[config.mk]
export PLATFORM = sky130hd
export DESIGN_NAME = bus_fifo_out
export DESIGN_NICKNAME = d
export VERILOG_FILES = /design/src/rtl/bus_fifo_out_pkg.sv /design/src/rtl/bus_fifo_out_fifo_sync.sv /design/src/rtl/bus_fifo_out.sv
export SDC_FILE = /design/constraint.sdc
export NUM_CORES = 1
export LEC_CHECK = 0
export ABC_CLOCK_PERIOD_IN_PS = 4000
export CAP_MARGIN = 20
export CORE_MARGIN = 4
export CORE_UTILIZATION = 57
export CTS_CLUSTER_SIZE = 8
export DETAILED_ROUTE_END_ITERATION = 7
export PLACE_DENSITY = 0.79
export SLEW_MARGIN = 10
export SYNTH_ARGS = -nofsm -noshare
export SYNTH_HDL_FRONTEND = slang
export SYNTH_SLANG_ARGS = --single-unit
[constraint.sdc]
create_clock -name clk -period 4 [get_ports clk]
set_input_delay 0.4 -clock clk [delete_from_list [all_inputs] [get_ports clk]]
set_output_delay 0.4 -clock clk [all_outputs]
set_load 0.005 [all_outputs]
[src/rtl/bus_fifo_out_pkg.sv]
// Shared bus-responder definitions: register offsets and bus FSM state encodings.
// Reused by any responder that speaks the read/write strobe, ready_r/ready_w handshake.
package bus_fifo_out_pkg;

  localparam logic REG_DATA   = 1'b0;
  localparam logic REG_STATUS = 1'b1;

  typedef enum logic [1:0] {
    StIdle,
    StAckR,
    StAckW,
    StStallW
  } bus_state_e;

endpackage

[src/rtl/bus_fifo_out_fifo_sync.sv]
// Single-clock FIFO with occupancy count; a pop in the same cycle frees a slot for a push
// into a full FIFO. Head word reads as zero while empty.
module bus_fifo_out_fifo_sync #(
  parameter int unsigned width      = 16,
  parameter int unsigned depth_addr = 3,
  parameter int unsigned depth      = 8
) (
  input  logic                  clk,
  input  logic                  reset,
  input  logic                  push,
  input  logic                  pop,
  input  logic [width-1:0]      wdata,
  output logic [width-1:0]      rdata,
  output logic [depth_addr:0]   count,
  output logic                  full,
  output logic                  empty
);

  localparam int unsigned CW = depth_addr + 1;
  localparam logic [depth_addr-1:0] PtrInc = depth_addr'(1);
  localparam logic [CW-1:0] CntInc = CW'(1);
  localparam logic [CW-1:0] CntMax = CW'(depth);

  logic [width-1:0]      mem_q [depth];
  logic [depth_addr-1:0] wptr_q, wptr_d;
  logic [depth_addr-1:0] rptr_q, rptr_d;
  logic [CW-1:0]         count_q, count_d;
  logic                  push_ok, pop_ok;

  assign empty   = (count_q == '0);
  assign full    = (count_q == CntMax);
  assign pop_ok  = pop && !empty;
  assign push_ok = push && (!full || pop_ok);
  assign count   = count_q;
  assign rdata   = empty ? '0 : mem_q[rptr_q];

  always_comb begin
    wptr_d  = wptr_q;
    rptr_d  = rptr_q;
    count_d = count_q;
    if (push_ok) wptr_d = wptr_q + PtrInc;
    if (pop_ok)  rptr_d = rptr_q + PtrInc;
    case ({push_ok, pop_ok})
      2'b10:   count_d = count_q + CntInc;
      2'b01:   count_d = count_q - CntInc;
      default: count_d = count_q;
    endcase
  end

  always_ff @(posedge clk or negedge reset) begin
    if (!reset) begin
      wptr_q  <= '0;
      rptr_q  <= '0;
      count_q <= '0;
    end else begin
      wptr_q  <= wptr_d;
      rptr_q  <= rptr_d;
      count_q <= count_d;
    end
  end

  // Storage needs no reset: an empty count masks stale contents.
  always_ff @(posedge clk) begin
    if (push_ok) mem_q[wptr_q] <= wdata;
  end

endmodule

[src/rtl/bus_fifo_out.sv]
// CPU-bus output FIFO: DATA register (address 0) pushes words, STATUS (address 1) reports
// count/full/empty. Optional drain interrupt and threshold register under BUS_FIFO_OUT_IRQ_EN.
module bus_fifo_out
  import bus_fifo_out_pkg::*;
#(
  parameter int unsigned width      = 16,
  parameter int unsigned depth_addr = 3,
  parameter int unsigned depth      = 8
) (
  input  logic             clk,
  input  logic             reset,
  input  logic             read,
  input  logic             write,
  output logic             ready_r,
  output logic             ready_w,
  input  logic             address,
  input  logic [width-1:0] data_in,
  output logic [width-1:0] data_out,
  output logic             port_valid,
  output logic [width-1:0] port_data,
`ifdef BUS_FIFO_OUT_IRQ_EN
  output logic             irq,
`endif
  input  logic             port_ack
);

  localparam int unsigned CW = depth_addr + 1;

  bus_state_e       state_q, state_d;
  logic [width-1:0] data_out_q, data_out_d;
  logic [width-1:0] head, status;
  logic [CW-1:0]    count;
  logic             full, empty, push, pop, can_push;

  assign pop      = !empty && port_ack;
  assign can_push = !full || pop;

  bus_fifo_out_fifo_sync #(
    .width     (width),
    .depth_addr(depth_addr),
    .depth     (depth)
  ) u_fifo (
    .clk  (clk),
    .reset(reset),
    .push (push),
    .pop  (pop),
    .wdata(data_in),
    .rdata(head),
    .count(count),
    .full (full),
    .empty(empty)
  );

`ifdef BUS_FIFO_OUT_IRQ_EN
  logic [CW-1:0] thr_q, thr_d;
  logic          irq_q, irq_d;

  assign irq_d = (count <= thr_q) && (thr_q != '0);
  assign irq   = irq_q;

  always_ff @(posedge clk or negedge reset) begin
    if (!reset) begin
      thr_q <= '0;
      irq_q <= 1'b0;
    end else begin
      thr_q <= thr_d;
      irq_q <= irq_d;
    end
  end
`endif

  always_comb begin
    status        = '0;
    status[0]     = empty;
    status[1]     = full;
    status[CW+1:2] = count;
`ifdef BUS_FIFO_OUT_IRQ_EN
    status[2*depth_addr+3 -: CW] = thr_q;
`endif
  end

  always_comb begin
    state_d    = state_q;
    data_out_d = data_out_q;
    push       = 1'b0;
`ifdef BUS_FIFO_OUT_IRQ_EN
    thr_d      = thr_q;
`endif
    case (state_q)
      StIdle: begin
        if (read) begin
          data_out_d = (address == REG_STATUS) ? status : head;
          state_d    = StAckR;
        end else if (write) begin
          if (address == REG_DATA) begin
            if (can_push) begin
              push    = 1'b1;
              state_d = StAckW;
            end else begin
              state_d = StStallW;
            end
          end else begin
`ifdef BUS_FIFO_OUT_IRQ_EN
            thr_d   = data_in[CW-1:0];
`endif
            state_d = StAckW;
          end
        end
      end
      StStallW: begin
        if (can_push) begin
          push    = 1'b1;
          state_d = StAckW;
        end
      end
      StAckR:  state_d = StIdle;
      StAckW:  state_d = StIdle;
      default: state_d = StIdle;
    endcase
  end

  always_ff @(posedge clk or negedge reset) begin
    if (!reset) begin
      state_q    <= StIdle;
      data_out_q <= '0;
    end else begin
      state_q    <= state_d;
      data_out_q <= data_out_d;
    end
  end

  assign ready_r    = (state_q == StAckR);
  assign ready_w    = (state_q == StAckW);
  assign data_out   = data_out_q;
  assign port_valid = !empty;
  assign port_data  = head;

endmodule

# ---- After elaboration in Yosys (flattened, before gate mapping)
# Memories as Yosys holds them, arrays and structs flattened.
# Index checks and enable logic that the tools add are counted.
dict set report word_totals {
  elab_cells 47
  regBits 28
  mem_bits_rw 128
  n_memories 1
}
# name depth word_bits read_ports rd_ports_with_merged_regs write_ports line_no
set mem_list {}
lappend mem_list {u_fifo.mem_q 8 16 1 0 1 bus_fifo_out_fifo_sync.sv:24} ;# logic [width-1:0] mem_q [depth];
dict set report classes {
  muxes 16
  eq_ne 8
  n_reduce_logical 13
  addsub 4
}
# op count
set ops {}
lappend ops {{$mux 16} 2}
lappend ops {{$mux 2} 4}
lappend ops {{$pmux 4 s2} 1}
lappend ops {{$mux 1} 7}
lappend ops {{$add 3x1->3 const B} 2}
lappend ops {{$eq 2x2->1 const B} 3}
lappend ops {{$pmux 2 s3} 1}
lappend ops {{$add 4x1->4 const B} 1}
lappend ops {{$eq 2x1->1 const B} 2}
lappend ops {{$eq 4x4->1 const B} 1}
lappend ops {{$logic_not 4->1} 1}
lappend ops {{$reduce_and 2->1} 2}
lappend ops {{$sub 4x1->4 const B} 1}
lappend ops {{$logic_and 1x1->1} 3}
lappend ops {{$ne 3x3->1 const B} 1}
lappend ops {{$logic_not 1->1} 2}
lappend ops {{$logic_not 2->1} 1}
lappend ops {{$logic_or 1x1->1} 2}
lappend ops {{$ne 2x2->1 const B} 1}
lappend ops {{$pmux 1 s2} 1}
lappend ops {{$reduce_bool 2->1} 1}
lappend ops {{$reduce_or 2->1} 1}

# ---- Logic depth before layout (Yosys ltp)
# Gate-level depths: netlist of the first run.
dict set report depth {
  ltp_word 12
  mapped_depth 12
  mapped_depth_nobuf 11
}

# ---- Modules after synthesis
# Synthesis of the first run repeated with hierarchy kept, for this count alone.
dict set report unflattened {
  hier_cells 360
  hier_area_um2 6438.7
}
# module seq_area_each_um2 cells_each area_each_um2 instances
set modules_own_cells {}
lappend modules_own_cells {bus_fifo_out_fifo_sync 4093.9 268 5505.3 1}
lappend modules_own_cells {bus_fifo_out 450.4 92 933.4 1}

# ---- Least setup slack after synthesis of the first run
# OpenSTA, ideal clock, no wires.
dict set report synth_timing {
  path_type {flip-flop to flip-flop}
  from {reg state_q[1]}
  to {mem u_fifo.mem_q[0][0] (enable)}
  t_required_ps 3591
  n_path_buf 0
  arrival_time_ps 2589
  period_less_slack_ps 2998
  stages_incl_launch_ff 7
  setup_slack_ps 1002
  cell_sequence {dfrtp_1 > inv_1 > ha_1 > and4bb_2 > o221ai_4 > or2b_2 > nor3_1}
}
dict set report synth_between {
  elab_chain_cells 5
  elab_cells_between_ends 6
  cone_classes {eq/ne (1); mux (3); reduce/logical (2)}
}
# element line_no
set synth_rtl {}
lappend synth_rtl {{start, declared} bus_fifo_out.sv:29} ;# bus_state_e state_q, state_d;
lappend synth_rtl {{start signal, assigned} bus_fifo_out.sv:124} ;# state_q <= StIdle;
lappend synth_rtl {{start signal, assigned} bus_fifo_out.sv:127} ;# state_q <= state_d;
lappend synth_rtl {{$eq 2x2->1 or $logic_not 2->1 (tied branches)} bus_fifo_out.sv:89} ;# case (state_q)
lappend synth_rtl {{$pmux 1 s2 (*)} bus_fifo_out.sv:89}
lappend synth_rtl {{$logic_and 1x1->1 (*)} bus_fifo_out_fifo_sync.sv:33} ;# assign push_ok = push && (!full || pop_ok);
lappend synth_rtl {{$mux 1 (*)} bus_fifo_out_fifo_sync.sv:64} ;# if (push_ok) mem_q[wptr_q] <= wdata;
lappend synth_rtl {{$mux 1 (not written as such) (*)} bus_fifo_out_fifo_sync.sv:64}
lappend synth_rtl {{end, declared} bus_fifo_out_fifo_sync.sv:24}
# Every way passes the cells marked *; elsewhere a longest branch is shown, timed or not.

# ---- Final worst setup path of the first run
dict set report layout_timing {
  from {reg u_fifo.rptr_q[0]}
  to {out port_data[8]}
}
dict set report layout_between {
  elab_chain_cells 2
}
# element line_no
set layout_rtl {}
lappend layout_rtl {{start, declared} bus_fifo_out_fifo_sync.sv:26} ;# logic [depth_addr-1:0] rptr_q, rptr_d;
lappend layout_rtl {{start signal, assigned} bus_fifo_out_fifo_sync.sv:57} ;# rptr_q <= rptr_d;
lappend layout_rtl {{$mem_v2 8x16} n/a}
lappend layout_rtl {{$mux 16} bus_fifo_out_fifo_sync.sv:35} ;# assign rdata = empty ? '0 : mem_q[rptr_q];
lappend layout_rtl {{end, declared} bus_fifo_out.sv:20} ;# output logic [width-1:0] port_data,
# No other way between the ends.

==> flow_summary.json, run 1 <==
{
  "synth_cell_type_count": 41,
  "clockBufferDepth": 2,
  "yosysMostFrequentCell": "edfxtp_1",
  "core_um2": 10940,
  "grt_pass1_wl_mm": 21.22,
  "firstDrtPassIters": 4,
  "root_buffer": "clkbuf_16",
  "worstPathRequired_ns": 3.60,
  "grt_pass1_vias": 3904,
  "peakVddDrop_mv": 0.4519,
  "postRouteAntennaNets": 0,
  "io_pins": 57,
  "yosys.area.top_type": "edfxtp_1",
  "worst_pin_slew_ns": 0.7976,
  "grt-ovfl-total": 0,
  "synth-seq-cells": 156,
  "dieArea_um2": 13090,
  "wl_per_cell_um": 21.76,
  "wirelength_mm": 13.58,
  "grt_antenna_before_repair": 0,
  "crit_arrival_ns": 2.73,
  "startpoint": "u_fifo.rptr_q[0]",
  "fin_worst_skew_ns": 0.007358,
  "synthCells": 405,
  "cts-hold-fix-buffers": 0,
  "status": "completed",
  "drc": 0,
  "synth_edf_count": 128,
  "end_kind": "primary output",
  "cp_max_fo": 43,
  "period_share_pct": 78.14,
  "synth.avg_cell_area_um2": 15.93,
  "fmax_mhz": 319.9,
  "slew_viol_final": 0,
  "synth.area.top_cells": "edfxtp_1 (60%), dfrtp_1 (11%), mux2i_1 (10%)",
  "yosysWarnings": 0,
  "synthesis.nets": 436,
  "placement.io_buffers": 56,
  "synth_ff_type": "edfxtp_1",
  "cts_tree": "done",
  "rr_startpoint": "state_q[1]",
  "netlist_top_cells_count": "edfxtp_1 (128), mux2i_1 (65), a22oi_1 (31)",
  "hpwl_mm": 8.797,
  "path_class": "reg2out",
  "rows": 38,
  "chipWidth_um": 114.4,
  "layout.nets": 503,
  "grt_max_degree": 44,
  "setup_viol": 0,
  "worstHoldPathType": "in2async",
  "max_slew_margin_pct": 46.63,
  "p_per_area_nw_per_um2": 723.5,
  "synth.top_cell.area_share_pct": 59.57,
  "synth_seq_area_share_pct": 70.43,
  "clk_pin_slew_ns": 0.06,
  "cts.sinks": 156,
  "hold_violations": 0,
  "h-tree-depth": 4,
  "synthArstFlopShare_pct": 17.95,
  "start_kind": "register",
  "grtUsageTotal_pct": 22.07,
  "post-cts-setup-buffer-count": 0,
  "diodes": 0,
  "rsz0062_at_grt": "no",
  "dp.cells": 593,
  "globalplace.congestion": 0.8759,
  "p_leak_uw": 0.002910,
  "fin_setup_tns_ns": 0,
  "syn_area_um2": 6452,
  "layout-drive-gt1-share_pct": 11.78,
  "die_h_um": 114.4,
  "cts_buffers": 17,
  "start_util_pct": 59.00,
  "vias": 3762,
  "clk_latency_ns": 0.42,
  "min_period_ns": 3.126,
  "area_growth_pct": 20.05,
  "maxCapViolCount": 0,
  "stdcell_count": 624,
  "post_cts_resized": 0,
  "vias_per_cell": 6.029,
  "drt-initial-drc-count": 250
}
-- stage by stage --
stage / area, um^2 / hold WS (ns) / worst slack (ns) / total power (uW) / utilization [%]
5_1_grt: 7746 / 0.3826 / 0.7682 / 5868 / 70.84
3_3_place_gp: 7189 / 0.4787 / 0.9168 / 4056 / 65.74
6_report: 7746 / 0.3628 / 0.8742 / 5604 / 70.84
3_5_place_dp: 7189 / 0.4861 / 0.7828 / 4116 / 65.74
2_1_floorplan: 6452 / 0.1044 / 1.002 / 3299 / -
4_1_cts: 7746 / 0.3614 / 0.8584 / 5634 / 70.84
-- layout by cell type (no fill, tap or decap), types with 3 or more instances in the layout --
master	n
dfrtp_1	27
nand4_1	4
nand3_1	9
clkdlybuf4s50_1	56
nand2b_1	4
clkinv_2	5
xnor2_1	3
xor2_1	5
inv_1	9
clkbuf_16	17
ha_1	9
edfxtp_1	128
a22oi_1	31
nand2_1	14
a21oi_1	6
a22o_1	10
mux2i_1	65
nor2_1	14
and3_1	16
clkinvlp_4	4
buf_4	14
-- cells by family (layout without fill, tap and decap cells) --
group                    count (synthesis)  after routing  synth area share [%]
AND/OR/NAND/NOR                         77             77                 6.709
multiplexers                            68             68                 10.66
flip-flops                             156            156                 70.43
XOR/XNOR                                 8              8                 1.086
buffers and inverters                   32            111                 2.657
adder cells (fa/ha/maj)                  9              9                 1.745
AO/OA/AOI/OAI                           55             55                 6.709
-- power breakdown --
| group | leakage [uW] | internal [uW] | switching, uW |
|---|---|---|---|
| Combinational | 0.00114 | 1000 | 874 |
| Sequential | 0.00150 | 1950 | 263 |
| Clock | 0.000265 | 905 | 610 |
-- layer usage --
layer | wire (um) | GRT usage [%]
met5 | 0 | 0
met4 | 269 | 9.026
met3 | 842 | 5.444
met2 | 6883 | 35.97
met1 | 5584 | 28.50
-- worst max-delay path, cell delays in order (launching register included) --
cell	delay, ns
dfrtp_4	0.91
buf_12	0.30
mux2i_1	0.10
a22oi_1	0.23
and3_1	0.23
clkdlybuf4s50_1	0.51
-- registers in the layout, indices dropped and copies added, names as in the netlist --
register,count
data_out,16
state_q,2
u_fifo.count,4
u_fifo.mem_q,128
u_fifo.rptr_q,3
u_fifo.wptr_q,3
-- path summary, 6_finish.rpt --
path,cells after the start,endpoint,slack [ns]
worst min register to register,2,data_out[0],0.50
worst min-delay path,2,data_out[1],0.36
max in group asynchronous,2,u_fifo.rptr_q[0],3.31
worst max-delay path,5,port_data[8],0.87
worst max register to register,7,u_fifo.mem_q[3][3],1.13
min in group clk,2,data_out[0],0.50
-- final cells by class --
class,instances,area (um^2)
Clock buffer,18,429.2
Fill cell,722,3189
Sequential cell,156,4548
Multi-Input combinational cell,217,1747
Clock inverter,13,127.6
Inverter,9,33.78
Tap cell,140,175.2
Timing Repair Buffer,71,685.7
Note: power is estimated with default switching activity, not from simulation.
==> run 2, diff against run 1 <==
Settings changed: ABC_CLOCK_PERIOD_IN_PS 4000 to 2850, CORE_UTILIZATION 57 to 52, PLACE_DENSITY 0.79 to 0.76.
Clock period 4 ns to 2.85 ns, I/O delays scaled along.
==> run 2 against run 1 <==
Compared with the run above:
- register-to-register slack worse by 0.79 ns
- worst setup slack worse by 0.74 ns
- clock skew decreased by 0.0022 ns
- sequential power is 34% higher
- sequential share of layout area is 1.7 points lower
- cell count up 7.4%
- sequential cell count did not move
- critical path depth did not move
- worst hold slack worse by 0.043 ns
- critical path type unchanged
- combinational power is 53% higher
- die area increased by 8.9%
==> flow_summary.json, run 2 (synthesis results as in run 1) <==
{
  "firstDrtPassIters": 5,
  "drt-initial-drc-count": 289,
  "maxCapViolCount": 0,
  "cts_buffers": 17,
  "fin_worst_skew_ns": 0.005126,
  "chipWidth_um": 119.4,
  "regMostFlops": "u_fifo.mem_q",
  "setup_viol": 0,
  "cts.sinks": 156,
  "core_um2": 12060,
  "clockPowerShare_pct": 27.9,
  "worstHoldPathType": "in2async",
  "io_pins": 57,
  "dieArea_um2": 14260,
  "fmax_mhz": 368.3,
  "pwr-share-seq_pct": 36.7,
  "hpwl_mm": 8.453,
  "worst_pin_slew_ns": 0.7726,
  "rows": 40,
  "finalPower_uw": 8103,
  "p_per_area_nw_per_um2": 1016,
  "drc": 0,
  "grt-ovfl-total": 0,
  "peakVddDrop_mv": 0.8011,
  "layout-drive-gt1-share_pct": 13.94,
  "start_util_pct": 53.50,
  "vias_per_cell": 5.590,
  "period_share_pct": 95.26,
  "globalplace.congestion": 0.7967,
  "grtUsageTotal_pct": 18.92,
  "status": "completed",
  "postRouteAntennaNets": 0,
  "hold_violations": 0,
  "rsz0062_at_grt": "no",
  "largest_reg_flops": 128,
  "min_period_ns": 2.715,
  "slew_viol_final": 0,
  "cts_tree": "done",
  "crit_arrival_ns": 2.43,
  "wl_per_cell_um": 19.20,
  "combinationalPowerShare_pct": 35.4,
  "swShare_pct": 29.46,
  "grt_pass1_vias": 3761,
  "max_slew_margin_pct": 48.33,
  "mostFrequentLayoutCell": "edfxtp_1",
  "cp_max_fo": 19,
  "vias": 3745,
  "h-tree-depth": 4,
  "grt_pass1_wl_mm": 20.31,
  "worstPathRequired_ns": 2.57,
  "clockBufferDepth": 2,
  "end_kind": "primary output",
  "layout.nets": 521,
  "diodes": 0,
  "final_cell_mix": "edfxtp_1 (128), mux2i_1 (65), clkdlybuf4s50_1 (56)",
  "start_kind": "register",
  "power.switching_uw": 2387,
  "intPower_uw": 5715,
  "clk_latency_ns": 0.42,
  "die_h_um": 119.4,
  "root_buffer": "clkbuf_16",
  "grt_max_degree": 25,
  "wirelength_mm": 12.86,
  "fin_setup_tns_ns": 0,
  "placement.io_buffers": 56,
  "area_growth_pct": 23.62,
  "cts-hold-fix-buffers": 0,
  "clk_pin_slew_ns": 0.06,
  "path_class": "reg2out",
  "grt_antenna_before_repair": 0,
  "p_leak_uw": 0.003030
}
==> run 2: cell count changes in the layout (fill, tap and decap cells not counted) <==
cell | before | now
clkinv_2 | 5 | 1
bufinv_16 | 2 | 4
clkbuf_1 | 1 | 5
buf_4 | 14 | 30
clkinvlp_4 | 4 | 0
nor2b_1 | 2 | 1
clkinv_1 | 1 | 3
nor2b_2 | 0 | 1
buf_12 | 1 | 3
==> run 2: path summary, 6_finish.rpt <==
kind / from / cells after the start / slack (ns) / end
worst max-delay path: u_fifo.rptr_q[0] / 5 / 0.14 / port_data[14]
min in group clk: data_out[0] / 2 / 0.49 / data_out[0]
worst max register to register: state_q[1] / 11 / 0.34 / u_fifo.count[2]
worst min-delay path: reset / 1 / 0.32 / data_out[1]
worst min register to register: data_out[0] / 2 / 0.49 / data_out[0]
max in group asynchronous: reset / 2 / 1.90 / data_out[14]
==> run 2: worst max-delay path, cell delays in order (launching register included) <==
cell and delay (ns):
dfrtp_4 0.66, buf_4 0.27, mux2i_1 0.09, a22oi_1 0.24, and3_1 0.23, clkdlybuf4s50_1 0.52
==> run 2: through the flow <==
step / setup slack [ns] / hold slack, ns / std cells / instance area, um^2 / utilization, %
2_1_floorplan: 0.2976 / -0.01059 / 405 / 6462 / -
6_report: 0.1350 / 0.3194 / 670 / 7976 / 66.13
4_1_cts: 0.01156 / 0.3285 / 670 / 7974 / 66.11
3_3_place_gp: 0.3020 / 0.4788 / 639 / 7385 / 61.22
5_1_grt: 0.03843 / 0.3671 / 670 / 7976 / 66.13
3_5_place_dp: 0.2104 / 0.4883 / 639 / 7385 / 61.22
==> run 2: routing by layer <==
| metal | track usage (%) | up-vias | wire length, um |
|---|---|---|---|
| met5 | 0 | - | 0 |
| met3 | 5.413 | 13 | 696 |
| met2 | 30.84 | 113 | 6374 |
| li1 | - | 1729 | - |
| met4 | 6.371 | 0 | 193 |
| met1 | 24.50 | 1890 | 5597 |
==> run 2: cell type report <==
class | instances | area, um^2
timing repair buffer | 89 | 845.8
multi-input combinational | 217 | 1749
clock inverter | 9 | 145.1
clock buffer | 22 | 444.2
tap | 168 | 210.2
fill | 830 | 4085
sequential | 156 | 4548
inverter | 9 | 33.78
==> run 2: power by group through the flow <==
stage	clock, uW	sequential (uW)	combinational, uW
2_1_floorplan	0	2920	1720
3_3_place_gp	0	3000	2830
3_5_place_dp	0	3010	2880
4_1_cts	2290	2970	2890
5_1_grt	2400	3010	3110
6_report	2260	2970	2870
==> run 2: timing repair <==
| action | 4_1_cts | 5_1_grt |
|---|---|---|
| setup endpoints to repair | 0 | 5 |
| setup buffers | 0 | 0 |
| hold endpoints to repair | 0 | 0 |
| gates resized for setup | 0 | 1 |
